<file path="config.mk">
export PLATFORM = sky130hd
export DESIGN_NAME = rrf_retire_queue
export DESIGN_NICKNAME = d
export VERILOG_FILES = /design/src/rtl/rrf_pkg.sv /design/src/rtl/rrf_ptr_ctr.sv /design/src/rtl/rrf_retire_queue.sv
export SDC_FILE = /design/constraint.sdc
export NUM_CORES = 1
export LEC_CHECK = 0
export CAP_MARGIN = 20
export CORE_ASPECT_RATIO = 0.75
export CORE_MARGIN = 2
export CORE_UTILIZATION = 40
export CTS_CLUSTER_DIAMETER = 80
export CTS_CLUSTER_SIZE = 25
export DETAILED_ROUTE_END_ITERATION = 6
export SYNTH_ARGS = -nofsm -noshare
export SYNTH_HDL_FRONTEND = slang
export SYNTH_HIERARCHICAL = 1
export SYNTH_SLANG_ARGS = --single-unit
</file>
<file path="constraint.sdc">
create_clock -name CLK -period 14.4 [get_ports CLK]
set_clock_uncertainty 0.05 [all_clocks]
set_input_delay 2.88 -clock CLK [delete_from_list [all_inputs] [get_ports CLK]]
set_output_delay 2.88 -clock CLK [all_outputs]
set_load 0.05 [all_outputs]
</file>
<file path="src/rtl/rrf_pkg.sv">
// Shared renaming-register-file definitions: queue geometry and the per-entry record
// used by dispatch, the rename file and the retire queue.
package rrf_pkg;

  localparam int DEPTH  = 16;
  localparam int TAG_W  = 4;
  localparam int ARCH_W = 5;
  localparam int DATA_W = 32;

  typedef struct packed {
    logic              valid;
    logic              done;
    logic [ARCH_W-1:0] arch_reg;
    logic [DATA_W-1:0] data;
  } rrf_entry_t;

endpackage

</file>
<file path="src/rtl/rrf_ptr_ctr.sv">
// Modulo-2^TAG_W ring pointer with increment enable and synchronous clear.
module rrf_ptr_ctr #(
  parameter int TAG_W = 4
) (
  input  logic             clk_i,
  input  logic             clr_i,
  input  logic             inc_i,
  output logic [TAG_W-1:0] ptr_o
);

  logic [TAG_W-1:0] ptr_q, ptr_d;

  // Natural binary overflow gives the DEPTH-1 -> 0 wrap.
  always_comb begin
    ptr_d = ptr_q;
    if (clr_i)
      ptr_d = '0;
    else if (inc_i)
      ptr_d = ptr_q + 1'b1;
  end

  always_ff @(posedge clk_i) begin
    ptr_q <= ptr_d;
  end

  assign ptr_o = ptr_q;

endmodule

</file>
<file path="src/rtl/rrf_retire_queue.sv">
// In-order retire queue: allocates rename tags in program order, collects
// out-of-order writebacks, and releases one architectural write per cycle.
module rrf_retire_queue
  import rrf_pkg::*;
#(
  parameter int DEPTH  = rrf_pkg::DEPTH,
  parameter int TAG_W  = rrf_pkg::TAG_W,
  parameter int ARCH_W = rrf_pkg::ARCH_W,
  parameter int DATA_W = rrf_pkg::DATA_W
) (
  input  logic              CLK,
  input  logic              RESET,
  input  logic              ALLOC_VALID,
  input  logic [ARCH_W-1:0] ALLOC_ARCH_REG,
  output logic              ALLOC_READY,
  output logic [TAG_W-1:0]  ALLOC_TAG,
  input  logic              WB_VALID,
  input  logic [TAG_W-1:0]  WB_TAG,
  input  logic [DATA_W-1:0] WB_DATA,
  output logic              WB_ERR,
  output logic              RETIRE_VALID,
  output logic [ARCH_W-1:0] RETIRE_ARCH_REG,
  output logic [DATA_W-1:0] RETIRE_DATA,
  output logic [TAG_W-1:0]  RETIRE_TAG,
  input  logic              FLUSH,
  output logic [TAG_W:0]    COUNT,
  output logic              EMPTY
);

  localparam logic [TAG_W:0] FULL_CNT = DEPTH[TAG_W:0];

  rrf_entry_t        ent_q [DEPTH];
  logic [TAG_W-1:0]  head, tail;
  logic [TAG_W:0]    count_q, count_d;

  logic              ret_valid_q;
  logic [ARCH_W-1:0] ret_arch_q;
  logic [DATA_W-1:0] ret_data_q;
  logic [TAG_W-1:0]  ret_tag_q;
  logic              wb_err_q;

  logic              flush_w;
  logic              alloc_do;
  logic              wb_legal;
  logic              wb_do;
  logic              wb_err_d;
  logic              retire_do;
  rrf_entry_t        head_ent;
  rrf_entry_t        wb_ent;

  // Reset is a flush plus clearing of the retire output registers.
  assign flush_w  = RESET | FLUSH;

  assign head_ent = ent_q[head];
  assign wb_ent   = ent_q[WB_TAG];

  // Readiness looks only at registered count: a same-cycle retire is not credited.
  assign ALLOC_READY = (count_q < FULL_CNT);
  assign ALLOC_TAG   = tail;

  assign alloc_do  = ALLOC_VALID && ALLOC_READY && !flush_w;
  assign wb_legal  = WB_VALID && wb_ent.valid && !wb_ent.done;
  assign wb_do     = wb_legal && !flush_w;
  assign wb_err_d  = WB_VALID && !wb_legal && !flush_w;
  assign retire_do = head_ent.valid && head_ent.done && !flush_w;

  always_comb begin
    count_d = count_q;
    if (flush_w)
      count_d = '0;
    else if (alloc_do && !retire_do)
      count_d = count_q + 1'b1;
    else if (!alloc_do && retire_do)
      count_d = count_q - 1'b1;
  end

  rrf_ptr_ctr #(.TAG_W(TAG_W)) u_head (
    .clk_i (CLK),
    .clr_i (flush_w),
    .inc_i (retire_do),
    .ptr_o (head)
  );

  rrf_ptr_ctr #(.TAG_W(TAG_W)) u_tail (
    .clk_i (CLK),
    .clr_i (flush_w),
    .inc_i (alloc_do),
    .ptr_o (tail)
  );

  // Alloc, writeback and retire never hit the same entry in one cycle:
  // alloc targets an invalid slot, writeback needs !done, retire needs done.
  always_ff @(posedge CLK) begin
    if (flush_w) begin
      for (int i = 0; i < DEPTH; i++) begin
        ent_q[i].valid <= 1'b0;
        ent_q[i].done  <= 1'b0;
      end
    end else begin
      if (alloc_do) begin
        ent_q[tail].valid    <= 1'b1;
        ent_q[tail].done     <= 1'b0;
        ent_q[tail].arch_reg <= ALLOC_ARCH_REG;
      end
      if (wb_do) begin
        ent_q[WB_TAG].done <= 1'b1;
        ent_q[WB_TAG].data <= WB_DATA;
      end
      if (retire_do) begin
        ent_q[head].valid <= 1'b0;
        ent_q[head].done  <= 1'b0;
      end
    end
  end

  always_ff @(posedge CLK) begin
    count_q <= count_d;
  end

  always_ff @(posedge CLK) begin
    if (RESET) begin
      ret_valid_q <= 1'b0;
      wb_err_q    <= 1'b0;
      ret_arch_q  <= '0;
      ret_data_q  <= '0;
      ret_tag_q   <= '0;
    end else begin
      ret_valid_q <= retire_do;
      wb_err_q    <= wb_err_d;
      if (retire_do) begin
        ret_arch_q <= head_ent.arch_reg;
        ret_data_q <= head_ent.data;
        ret_tag_q  <= head;
      end
    end
  end

  assign RETIRE_VALID    = ret_valid_q;
  assign RETIRE_ARCH_REG = ret_arch_q;
  assign RETIRE_DATA     = ret_data_q;
  assign RETIRE_TAG      = ret_tag_q;
  assign WB_ERR          = wb_err_q;
  assign COUNT           = count_q;
  assign EMPTY           = (count_q == '0);

endmodule

</file>
Word-level counts from Yosys, hierarchy flattened:

Memories as Yosys holds them, arrays and structs flattened. A register that Yosys moved wholly into a read port is not among the register bits.
Cells that the tools add are included.

* register bits: 56
* memory bits (writable): 624
* input port bits: 46
* word-level logic and storage cells: 60
* memories: 1

* add/sub/neg operators: 4
* order comparisons: 1
* muxes and demuxes: 24
* bitwise logic cells: 1
* reduce and logical (&&, ||, !) cells: 21

Memories
* ent_q: depth 16, bits a word 39, rd ports 2, clocked after Yosys merged registers in 1, write ports 16, RTL line rrf_retire_queue.sv:32 `rrf_entry_t ent_q [DEPTH];`

Operators with widths (count)
* 2-to-1 mux 39 bit: 3
* OR reduction 39 bit: 3
* 2-to-1 mux 4 bit: 6
* logical AND 1 bit: 11
* 2-to-1 mux 1 bit: 11
* 2-to-1 mux 5 bit: 2
* adder 4 x 1 -> 4 bit (second input constant): 2
* adder 5 x 1 -> 5 bit (second input constant): 1
* logical NOT 1 bit: 5
* logical NOT 5 bit: 1
* < comparator 5 bit (second input constant): 1
* subtractor 5 x 1 -> 5 bit (second input constant): 1
* 2-to-1 mux 3 bit: 1
* 2-to-1 mux 2 bit: 1
* nonzero test 2 bit: 1
* OR 1 bit: 1

Longest topological paths before layout:

Gate-level depths: netlist of the first run.
An unclocked memory read counts as a cell.

* word-level depth: 9
* gate-level depth with buffers: 16

Cells and area by module:

Netlist of the first run, hierarchy kept.

Modules (own cells, without submodules)
* rrf_retire_queue: times used 1, cells an instance 1322, area an instance 26190.1 µm², seq. area each 19378.6 µm²
* rrf_ptr_ctr: times used 2, cells an instance 16, area an instance 178.9 µm², seq. area each 80.1 µm²

Worst setup path before layout of the first run:

OpenSTA, ideal clock, no wires.

* path type: input-to-reg
* start: input WB_TAG[3]
* end: memory ent_q[7][0] in the netlist's numbering (enable)
* setup time: 513 ps
* data arrival time: 7462 ps
* required time: 13837 ps
* path slack: 6374 ps
* cell stages on the path: 6
* path buffers: 1
* cells stage by stage: buf_2 -> and2_1 -> a221o_1 -> nor3_1 -> nor2_2 -> nor4b_1

RTL lines
* start, declared: RTL line rrf_retire_queue.sv:18 `input logic [TAG_W-1:0] WB_TAG,`
* end, declared: RTL line rrf_retire_queue.sv:32

==> results of run 1 <==
## power breakdown
group / total, mW / internal, mW / switching (mW)
registers: 2.14 / 2.14 / 0.00167
logic: 0.0706 / 0.0227 / 0.0480
clock network: 1.00 / 0.427 / 0.578
## final cells by class
class                           instances  area (um2)
Sequential cell                       680       19500
Inverter                               20        75.1
Tap cell                              871        1090
Fill cell                            5633       36000
Multi-Input combinational cell        572        6630
Timing Repair Buffer                  125        1180
Clock buffer                           51         851
Clock inverter                          4        50.0
## per-layer routing
metal	global-route usage (%)	up-vias
met5	0	-
met4	2.67	0
li1	-	5702
met2	25.7	356
met1	26.7	7012
met3	2.26	47
## state kept, by name (all words and copies together), names as in the netlist
signal	cells
RETIRE_ARCH_REG	5
ent_q	624
u_tail/ptr_o	4
RETIRE_DATA	32
u_head/ptr_o	4
COUNT	5
RETIRE_TAG	4
RETIRE_VALID	1
WB_ERR	1
## cells in the final DEF (no fill, tap or decap), types with 3 or more instances in the layout
cell             synthesis  layout
a2bb2oi_1                6       6
clkbuf_1                44      20
edfxtp_1               592     592
a221oi_1                37      37
nor4_2                   0       6
nor3_1                   3       3
a31oi_1                 19      19
o22a_1                   6       6
xnor2_1                  5       5
o211a_1                  4       3
clkbuf_16                0      31
inv_1                   19      15
mux4_2                 155     155
a22oi_1                  3       3
and2_1                   6       5
mux2i_1                 56      56
a32oi_1                  9       9
a22o_1                  39      39
nor2_1                  34      30
buf_4                    3      26
mux2_2                   8       8
dfxtp_1                 88      86
nand2b_1                44      44
nand2_1                 36      36
inv_2                    1       5
nor2_4                   0       4
a21oi_1                 16      16
and3_1                   8       7
clkdlybuf4s50_1          0      98
ha_1                     6       6
nor2b_1                 15      13
nand3_1                 17      17
## worst min-delay path, delay by kind of cell (launching register included)
kind             cells  cell delay [ns]
AND/OR/NAND/NOR      1             0.06
multiplexers         1             0.06
flip-flops           1             0.32
## cells by family (layout without fill, tap and decap cells)
logic type / after synthesis / in the layout / synth area share (%)
flip-flops: 680 / 680 / 73.6
multiplexers: 221 / 221 / 15.7
AND/OR/NAND/NOR: 186 / 186 / 3.75
AO/OA/AOI/OAI: 152 / 152 / 4.57
buffers and inverters: 102 / 200 / 1.81
adder cells (fa/ha/maj): 7 / 7 / 0.358
XOR/XNOR: 6 / 6 / 0.198
## worst max path at each step
stage / end / depth (start not counted) / from
floorplan: ent_q[7][0] / 6 / WB_TAG[3]
global placement: ent_q[8][0] / 6 / WB_TAG[1]
detailed placement: ent_q[8][30] / 6 / WB_TAG[1]
CTS: ent_q[8][30] / 6 / WB_TAG[1]
global route: u_head/ptr_o[3] / 12 / RESET
finish: ent_q[15][7] / 7 / WB_TAG[1]
==> metrics.txt, run 1 <==
first-pass GRT wire length=87500 um; Global Route Usage Sum=17.0%; via/cell ratio=5.65; Max-cap violations=0; metal3 WL=3270 um; CP max stage cell=clkdlybuf4s50_1; hold_ws=0.433 ns; Die Ht=227 um; worst hold path class=register to register; period utilisation layout=42.8%; startpoint types=input pin; total vias in the final route=13100; Seq/Total Area, Yosys=73.6%; EDFF count, synth=592; Synth cell types=54; maximum vdd drop=0.0877 mV; dpl hpwl=33300 um; min Tclk post-route=6.16 ns; Yosys top cell by area=edfxtp_1; Fin. Hold Viols=0; nets@finish=1483; Post-Place Worst Slack=7.61 ns; DR DRC count=0; TritonCTS clock tree=built; flop2flop setup slack=9.52 ns; PD cells=109 nW/um2; met1 wire length=27600 um; max incr delay on CP=1.03 ns; synth top area cells=edfxtp_1 67%, mux4_2 13%, dfxtp_1 6.6%; die area=68500 um2; top-count cell post-synth=edfxtp_1; Synth Register Bits=680; min-delay src=RETIRE_DATA[7]; Syn Nets=1407; antenna cells=0; detailed-router iteration count before antenna repair=5; area delta synth->final=10.8%; Worst-path clk slew=0.10 ns; cell family with most CP delay=buffers and inverters; reg-to-reg endpoint=u_head/ptr_o[3]; initial antenna violation count=0; final setup fails=0; Netlist Area Pre-Place=26500 um2; Power Total=3.22 mW; Worst Hold Depth=2; cells on worst reg2reg path=9; Finished Cell Area=29400 um2; worst-path maximum fanout=32; CTS root buf=clkbuf_16; outcome=complete, no violations; highest metal used=met4; Leakage=9.27 nW; share of cells above drive strength 1=17.8%; Setup WS post-layout=8.24 ns; wire per inst=24.9 um; fmax=162 MHz; Final Non-Filler Cells=2323; Worst EP arrival=6.36 ns; DIE WIDTH=301 um; CP endpoint kind=register; PortBufs=99; post-synthesis instance total=1354; Worst Hold Path EP=RETIRE_DATA[7]; worst-case clock buffer depth=3; I/O pin cnt=100; Routed Antenna Nets=0; Slew headroom=31.1%; CTS buffer count=31; Worst Max-Slew Pin Slew=1.03 ns; drt initial violations=1302; Slew Limit Fails=0; met2 WL=26000 um; WS Path Type=input pin to register; post-cts gate resize count=0; Total Wirelength=57800 um; CP Cell Sequence=clkdlybuf4s50_1 -> mux2i_1 -> a221o_1 -> nor3_1 -> nor2_2 -> nor4_2 -> buf_4; Syn. warnings=6; Starting Density=40.5%; # rows=81; top-area cell type share of the netlist area=67.0%; Hold Buf Count CTS=0; gpl congestion=0.840; post-synthesis async set-or-reset flop share=0%; Synth Area per Inst=19.6 um2; clk sinks=680; Post-synth top cells=592 x edfxtp_1, 155 x mux4_2, 88 x dfxtp_1; placed cells=2268; Primary FF master, synth=edfxtp_1; RSZ-0062 raised after global routing=no; total grt overflow=0; setup TNS=0 ns; Crit path required time=14.60 ns; Post-DP Area=28500 um2; Util after Layout=44.9%; Core Box Area=65500 um2; Post-CTS Repair Setup Buffers=0; Worst Path Buf+Inv=2; H-tree depth=1; largest net degree at the start of global routing=60; vias in the first global route=13400; worst skew pair latency=0.61 ns; RR Startpoint=u_head/ptr_o[1]
Note: power is estimated with default switching activity, not from simulation.
==> run 2: changes to the inputs <==
- clock period: 14.4 -> 5.4 ns (I/O delays scaled with it)
==> run 2 against run 1 <==
Against the previous run: non-clock buffer count up 10; worst hold slack barely moved; clock-buffer cell count up 4; core utilization increased by 0.39 points; die area stayed put; final cell count is 0.73% higher; largest power group unchanged; critical path depth unchanged; worst setup slack lost 7.0 ns; combinational power grew to 2.7 times the previous value; sequential power rose to 2.7 times the previous value.
==> metrics.txt, run 2 (synthesis gave the netlist of run 1 again) <==
Fin. Hold Viols=0 (unchanged); Leakage=9.40 nW (+1.4%); first-pass GRT wire length=89800 um (+2.7%); placed cells=2278 (+0.44%); CTS buffer count=34 (+9.7%); Net Sw Frac=20.1% (+0.56 points); DR DRC count=0 (unchanged); worst-path maximum fanout=32 (unchanged); DIE WIDTH=301 um (unchanged); RSZ-0062 raised after global routing=no; Worst Max-Slew Pin Slew=1.02 ns (-0.0163 ns); WS Path Type=input pin to register; Finished Cell Area=29700 um2 (+0.86%); cells on worst reg2reg path=12 (+3); startpoint types=input pin; I/O pin cnt=100 (unchanged); Global Route Usage Sum=17.7% (+0.74 points); total vias in the final route=13200 (+0.82%); fmax=241 MHz; largest net degree at the start of global routing=83 (+38%); vias in the first global route=13700 (+2.0%); post-cts gate resize count=0 (unchanged); worst-case clock buffer depth=3 (unchanged); Post-DP Area=28700 um2 (+0.47%); Final Non-Filler Cells=2340 (+0.73%); period utilisation layout=77.0%; Worst Hold Depth=2 (unchanged); clock network power share=32.8% (+1.6 points); via/cell ratio=5.65 (about the same); most flop-heavy register=ent_q; clk sinks=680 (unchanged); nets@finish=1496 (+0.88%); combinational power share=2.2% (about the same); maximum vdd drop=0.177 mV (+100%); Total Wirelength=60100 um (+4.0%); CP Launch Point=WB_TAG[1]; power share of the sequential group=65.0% (-1.6 points); H-tree depth=2 (+1); Slew headroom=32.1% (+0.99 points); Slew Limit Fails=0 (unchanged); reg-to-reg endpoint=COUNT[4]; share of cells above drive strength 1=18.8% (+0.96 points); drt initial violations=1254 (-3.7%); Hold Buf Count CTS=0 (unchanged); worst skew pair latency=0.58 ns (-0.03 ns); max reg flops=624 (unchanged); final setup fails=0 (unchanged); Core Box Area=65500 um2 (unchanged); CTS root buf=clkbuf_16; initial antenna violation count=2 (+2); area delta synth->final=11.8%; Die Ht=227 um (unchanged); die area=68500 um2 (unchanged); Starting Density=40.5% (unchanged); wire per inst=25.7 um (+3.2%); Worst-path clk slew=0.09 ns (about the same); PD cells=296 nW/um2 (+170%); Routed Antenna Nets=0 (unchanged); TritonCTS clock tree=built; flop2flop setup slack=1.72 ns (-7.80 ns); hold_ws=0.433 ns (+0.000271 ns); Max-cap violations=0 (unchanged); min Tclk post-route=4.16 ns; outcome=complete, no violations; PortBufs=99 (unchanged); crit path capture=ent_q[7][8]; total grt overflow=0 (unchanged); number of fill cells=5511 (-2.2%); worst hold path class=register to register; commonest non-fill, non-tap cells in the layout=592 x edfxtp_1, 155 x mux4_2, 98 x clkdlybuf4s50_1; P_int=7.02 mW (+170%); detailed-router iteration count before antenna repair=5 (unchanged); commonest non-fill, non-tap cell in the layout=edfxtp_1; setup TNS=0 ns (unchanged); RR Startpoint=u_head/ptr_o[1]; CP endpoint kind=register; Worst EP arrival=4.31 ns (-2.05 ns); Post-CTS Repair Setup Buffers=0 (unchanged); # rows=81 (unchanged); switching pwr=1.76 mW (+180%); Crit path required time=5.55 ns (-9.05 ns); gpl congestion=0.865 (+2.9%); dpl hpwl=35700 um (+7.1%)
-- run 2: worst min-delay path by stage --
stage	startpoint	to	slack [ns]
after detailed placement	RETIRE_DATA[26]	RETIRE_DATA[26]	0.42
after global placement	RETIRE_ARCH_REG[1]	RETIRE_ARCH_REG[1]	0.41
after floorplan	ent_q[2][38]	ent_q[2][38]	0.39
after CTS	RETIRE_DATA[6]	RETIRE_DATA[6]	0.44
final	RETIRE_DATA[6]	RETIRE_DATA[6]	0.43
after global routing	RETIRE_DATA[6]	RETIRE_DATA[6]	0.45
-- run 2: critical path, cell delays in order --
cell,delay (ns)
clkdlybuf4s50_1,0.74
nor2b_1,0.37
a221o_1,0.37
nor3_1,0.62
nor2_2,0.26
nor4b_4,0.30
buf_4,0.52
-- run 2: layout make-up --
| cell class | count | area (um2) | area share (%) |
|---|---|---|---|
| Sequential cell | 680 | 19500 | 65.9 |
| Multi-Input combinational cell | 572 | 6640 | 22.4 |
| Clock inverter | 6 | 67.6 | 0.228 |
| Tap cell | 871 | 1090 | 3.67 |
| Clock buffer | 55 | 951 | 3.20 |
| Antenna cell | 1 | 2.50 | 0.00843 |
| Inverter | 20 | 75.1 | 0.253 |
| Timing Repair Buffer | 135 | 1310 | 4.40 |
-- run 2: routing by layer --
metal  up-vias  track usage (%)  routed length, um
li1       5729                -                  -
met4         0             3.88                990
met3        62             2.51               3470
met2       427             27.0              27000
met5         -                0                  0
met1      7006             27.2              28600
-- run 2: power groups by stage --
stage	logic (mW)	clock network, mW	registers (mW)
global placement	0.189	0	5.83
global route	0.210	3.13	5.71
CTS	0.193	2.97	5.71
finish	0.193	2.88	5.71
floorplan	0.0628	0	5.84
detailed placement	0.193	0	5.83
-- run 2: stage by stage --
step	util [%]	power, mW	setup slack [ns]
6_report	45.3	8.78	1.24
5_1_grt	45.3	9.06	1.05
4_1_cts	45.3	8.87	1.28
3_5_place_dp	43.8	6.03	0.652
3_3_place_gp	43.8	6.02	0.687
2_1_floorplan	-	5.90	-0.591
==> run 3: changes to the inputs <==
- clock period: 5.4 -> 4.1 ns (I/O delays scaled with it)
==> run 3 against run 2 <==
Against the previous run: first-iteration DRC count decreased by 2.3%; sequential share of layout area decreased by 0.75 points; final cell count increased by 0.90%; largest power group unchanged.
==> metrics.txt, run 3 (synthesis gave the netlist of run 1 again) <==
outcome=complete, no violations; commonest non-fill, non-tap cell in the layout=edfxtp_1; most flop-heavy register=ent_q; post-cts gate resize count=0 (unchanged); Slew Limit Fails=0 (unchanged); area delta synth->final=13.1%; nets@finish=1517 (+1.4%); commonest non-fill, non-tap cells in the layout=592 x edfxtp_1, 155 x mux4_2, 98 x clkdlybuf4s50_1; share of cells above drive strength 1=19.9% (+1.1 points); DIE WIDTH=301 um (unchanged); placed cells=2299 (+0.92%); Hold Buf Count CTS=0 (unchanged); max incr delay on CP=0.54 ns (-0.20 ns); total grt overflow=0 (unchanged); via/cell ratio=5.64 (-0.12%); startpoint types=register; clk sinks=680 (unchanged); max reg flops=624 (unchanged); PD cells=386 nW/um2 (+31%); TritonCTS clock tree=built; Fin. Hold Viols=0 (unchanged); maximum vdd drop=0.334 mV (+88%); worst-case clock buffer depth=3 (unchanged); period utilisation layout=81.4%; Net Sw Frac=20.2% (+0.11 points); fmax=300 MHz; CP Cell Sequence=mux2_2 -> o311ai_0 -> nor3_1 -> o21ai_4 -> ha_1 -> inv_1 -> fa_1 -> a21o_1 -> a21oi_1 -> xnor2_1 -> or3_1 -> a21oi_1; H-tree depth=2 (unchanged); Max-cap violations=0 (unchanged); CTS buffer count=34 (unchanged); die area=68500 um2 (unchanged); Setup WS post-layout=0.764 ns (-0.480 ns); Starting Density=40.5% (unchanged); Final Non-Filler Cells=2361 (+0.90%); initial antenna violation count=2 (unchanged); cell family with most CP delay=compound AO/OA/AOI/OAI gates; CTS root buf=clkbuf_16; gpl congestion=0.857 (-0.88%); setup TNS=0 ns (unchanged); Post-CTS Repair Setup Buffers=0 (unchanged); total vias in the final route=13300 (+0.78%); switching pwr=2.34 mW (+33%); I/O pin cnt=100 (unchanged); Worst Path Buf+Inv=1 (-1); power share of the sequential group=64.9% (about the same); RSZ-0062 raised after global routing=no; # rows=81 (unchanged); worst hold path class=register to register; Post-Place Worst Slack=0.225 ns (-0.427 ns); WS Path Type=register to register; CP most frequent cell=a21oi_1; combinational power share=2.3% (about the same); Worst Max-Slew Pin Slew=1.03 ns (+0.00879 ns); Total Wirelength=60500 um (+0.58%); clock network power share=32.8% (about the same); Worst-path clk slew=0.09 ns (about the same); Power Total=11.6 mW (+32%); Leakage=9.54 nW (+1.5%); Core Box Area=65500 um2 (unchanged); dpl hpwl=35900 um (+0.48%); PortBufs=99 (unchanged); first-pass GRT wire length=90700 um (+0.98%); Slew headroom=31.6% (-0.49 points); drt initial violations=1225 (-2.3%); final setup fails=0 (unchanged); Routed Antenna Nets=0 (unchanged); Global Route Usage Sum=17.9% (+0.19 points); min Tclk post-route=3.34 ns; worst skew pair latency=0.57 ns (about the same); wire per inst=25.6 um (-0.31%); Worst EP arrival=3.79 ns (-0.52 ns); largest net degree at the start of global routing=81 (-2.4%); P_int=9.26 mW (+32%); worst-path maximum fanout=18 (-44%); Die Ht=227 um (unchanged); detailed-router iteration count before antenna repair=5 (unchanged); DR DRC count=0 (unchanged); CP endpoint kind=register; vias in the first global route=13800 (+0.87%); CP max stage cell=dfxtp_4; Crit path required time=4.55 ns (-1.00 ns); hold_ws=0.432 ns (-0.00125 ns)
==> run 3: power by group through the flow <==
stage          combinational (mW)  sequential, mW  clock, mW
2_1_floorplan              0.0844            7.69          0
3_3_place_gp                0.259            7.68          0
3_5_place_dp                0.267            7.68          0
4_1_cts                     0.267            7.52       3.92
5_1_grt                     0.289            7.52       4.18
6_report                    0.264            7.52       3.81
==> run 3: worst reg2reg max path: cells and delay by family (launching register included) <==
| family | cells | cell delay (ns) |
|---|---|---|
| AOI/OAI and AO/OA | 5 | 1.00 |
| DFF | 1 | 0.54 |
| buffers and inverters | 1 | 0.12 |
| xor gates and xnor gates | 1 | 0.10 |
| and+or+nand+nor | 2 | 0.44 |
| muxes | 1 | 0.42 |
| adders and majority gates | 2 | 0.64 |
==> run 3: path summary, 6_finish.rpt <==
kind	startpoint	to	slack [ns]	cells after the start
max	u_head/ptr_o[1]	COUNT[4]	0.76	12
min	RETIRE_DATA[26]	RETIRE_DATA[26]	0.43	2
max reg2reg	u_head/ptr_o[1]	COUNT[4]	0.76	12
min reg2reg	RETIRE_DATA[26]	RETIRE_DATA[26]	0.43	2
==> run 3: metal layers <==
layer | GRT usage [%] | up-vias | part of all wire (%)
li1 | - | 5779 | -
met1 | 27.9 | 7071 | 48
met2 | 26.6 | 420 | 45
met3 | 3.05 | 57 | 6.0
met4 | 3.42 | 0 | 1.6
met5 | 0 | - | 0
==> run 3: layout make-up <==
type,instances,area [um2]
clock inverters,5,60.1
repair buffers,156,1600
inverters,20,75.1
diodes,1,2.50
flip-flops and latches,680,19500
fillers,5605,35400
well taps,871,1090
clock buffers,56,955
multi-input cells,572,6690
==> run 3: metrics by stage <==
| stage | util [%] | area [um2] |
|---|---|---|
| 6_report | 45.9 | 30000 |
| 5_1_grt | 45.9 | 30000 |
| 4_1_cts | 45.9 | 30000 |
| 3_5_place_dp | 44.3 | 29000 |
| 3_3_place_gp | 44.3 | 29000 |
| 2_1_floorplan | - | 26600 |
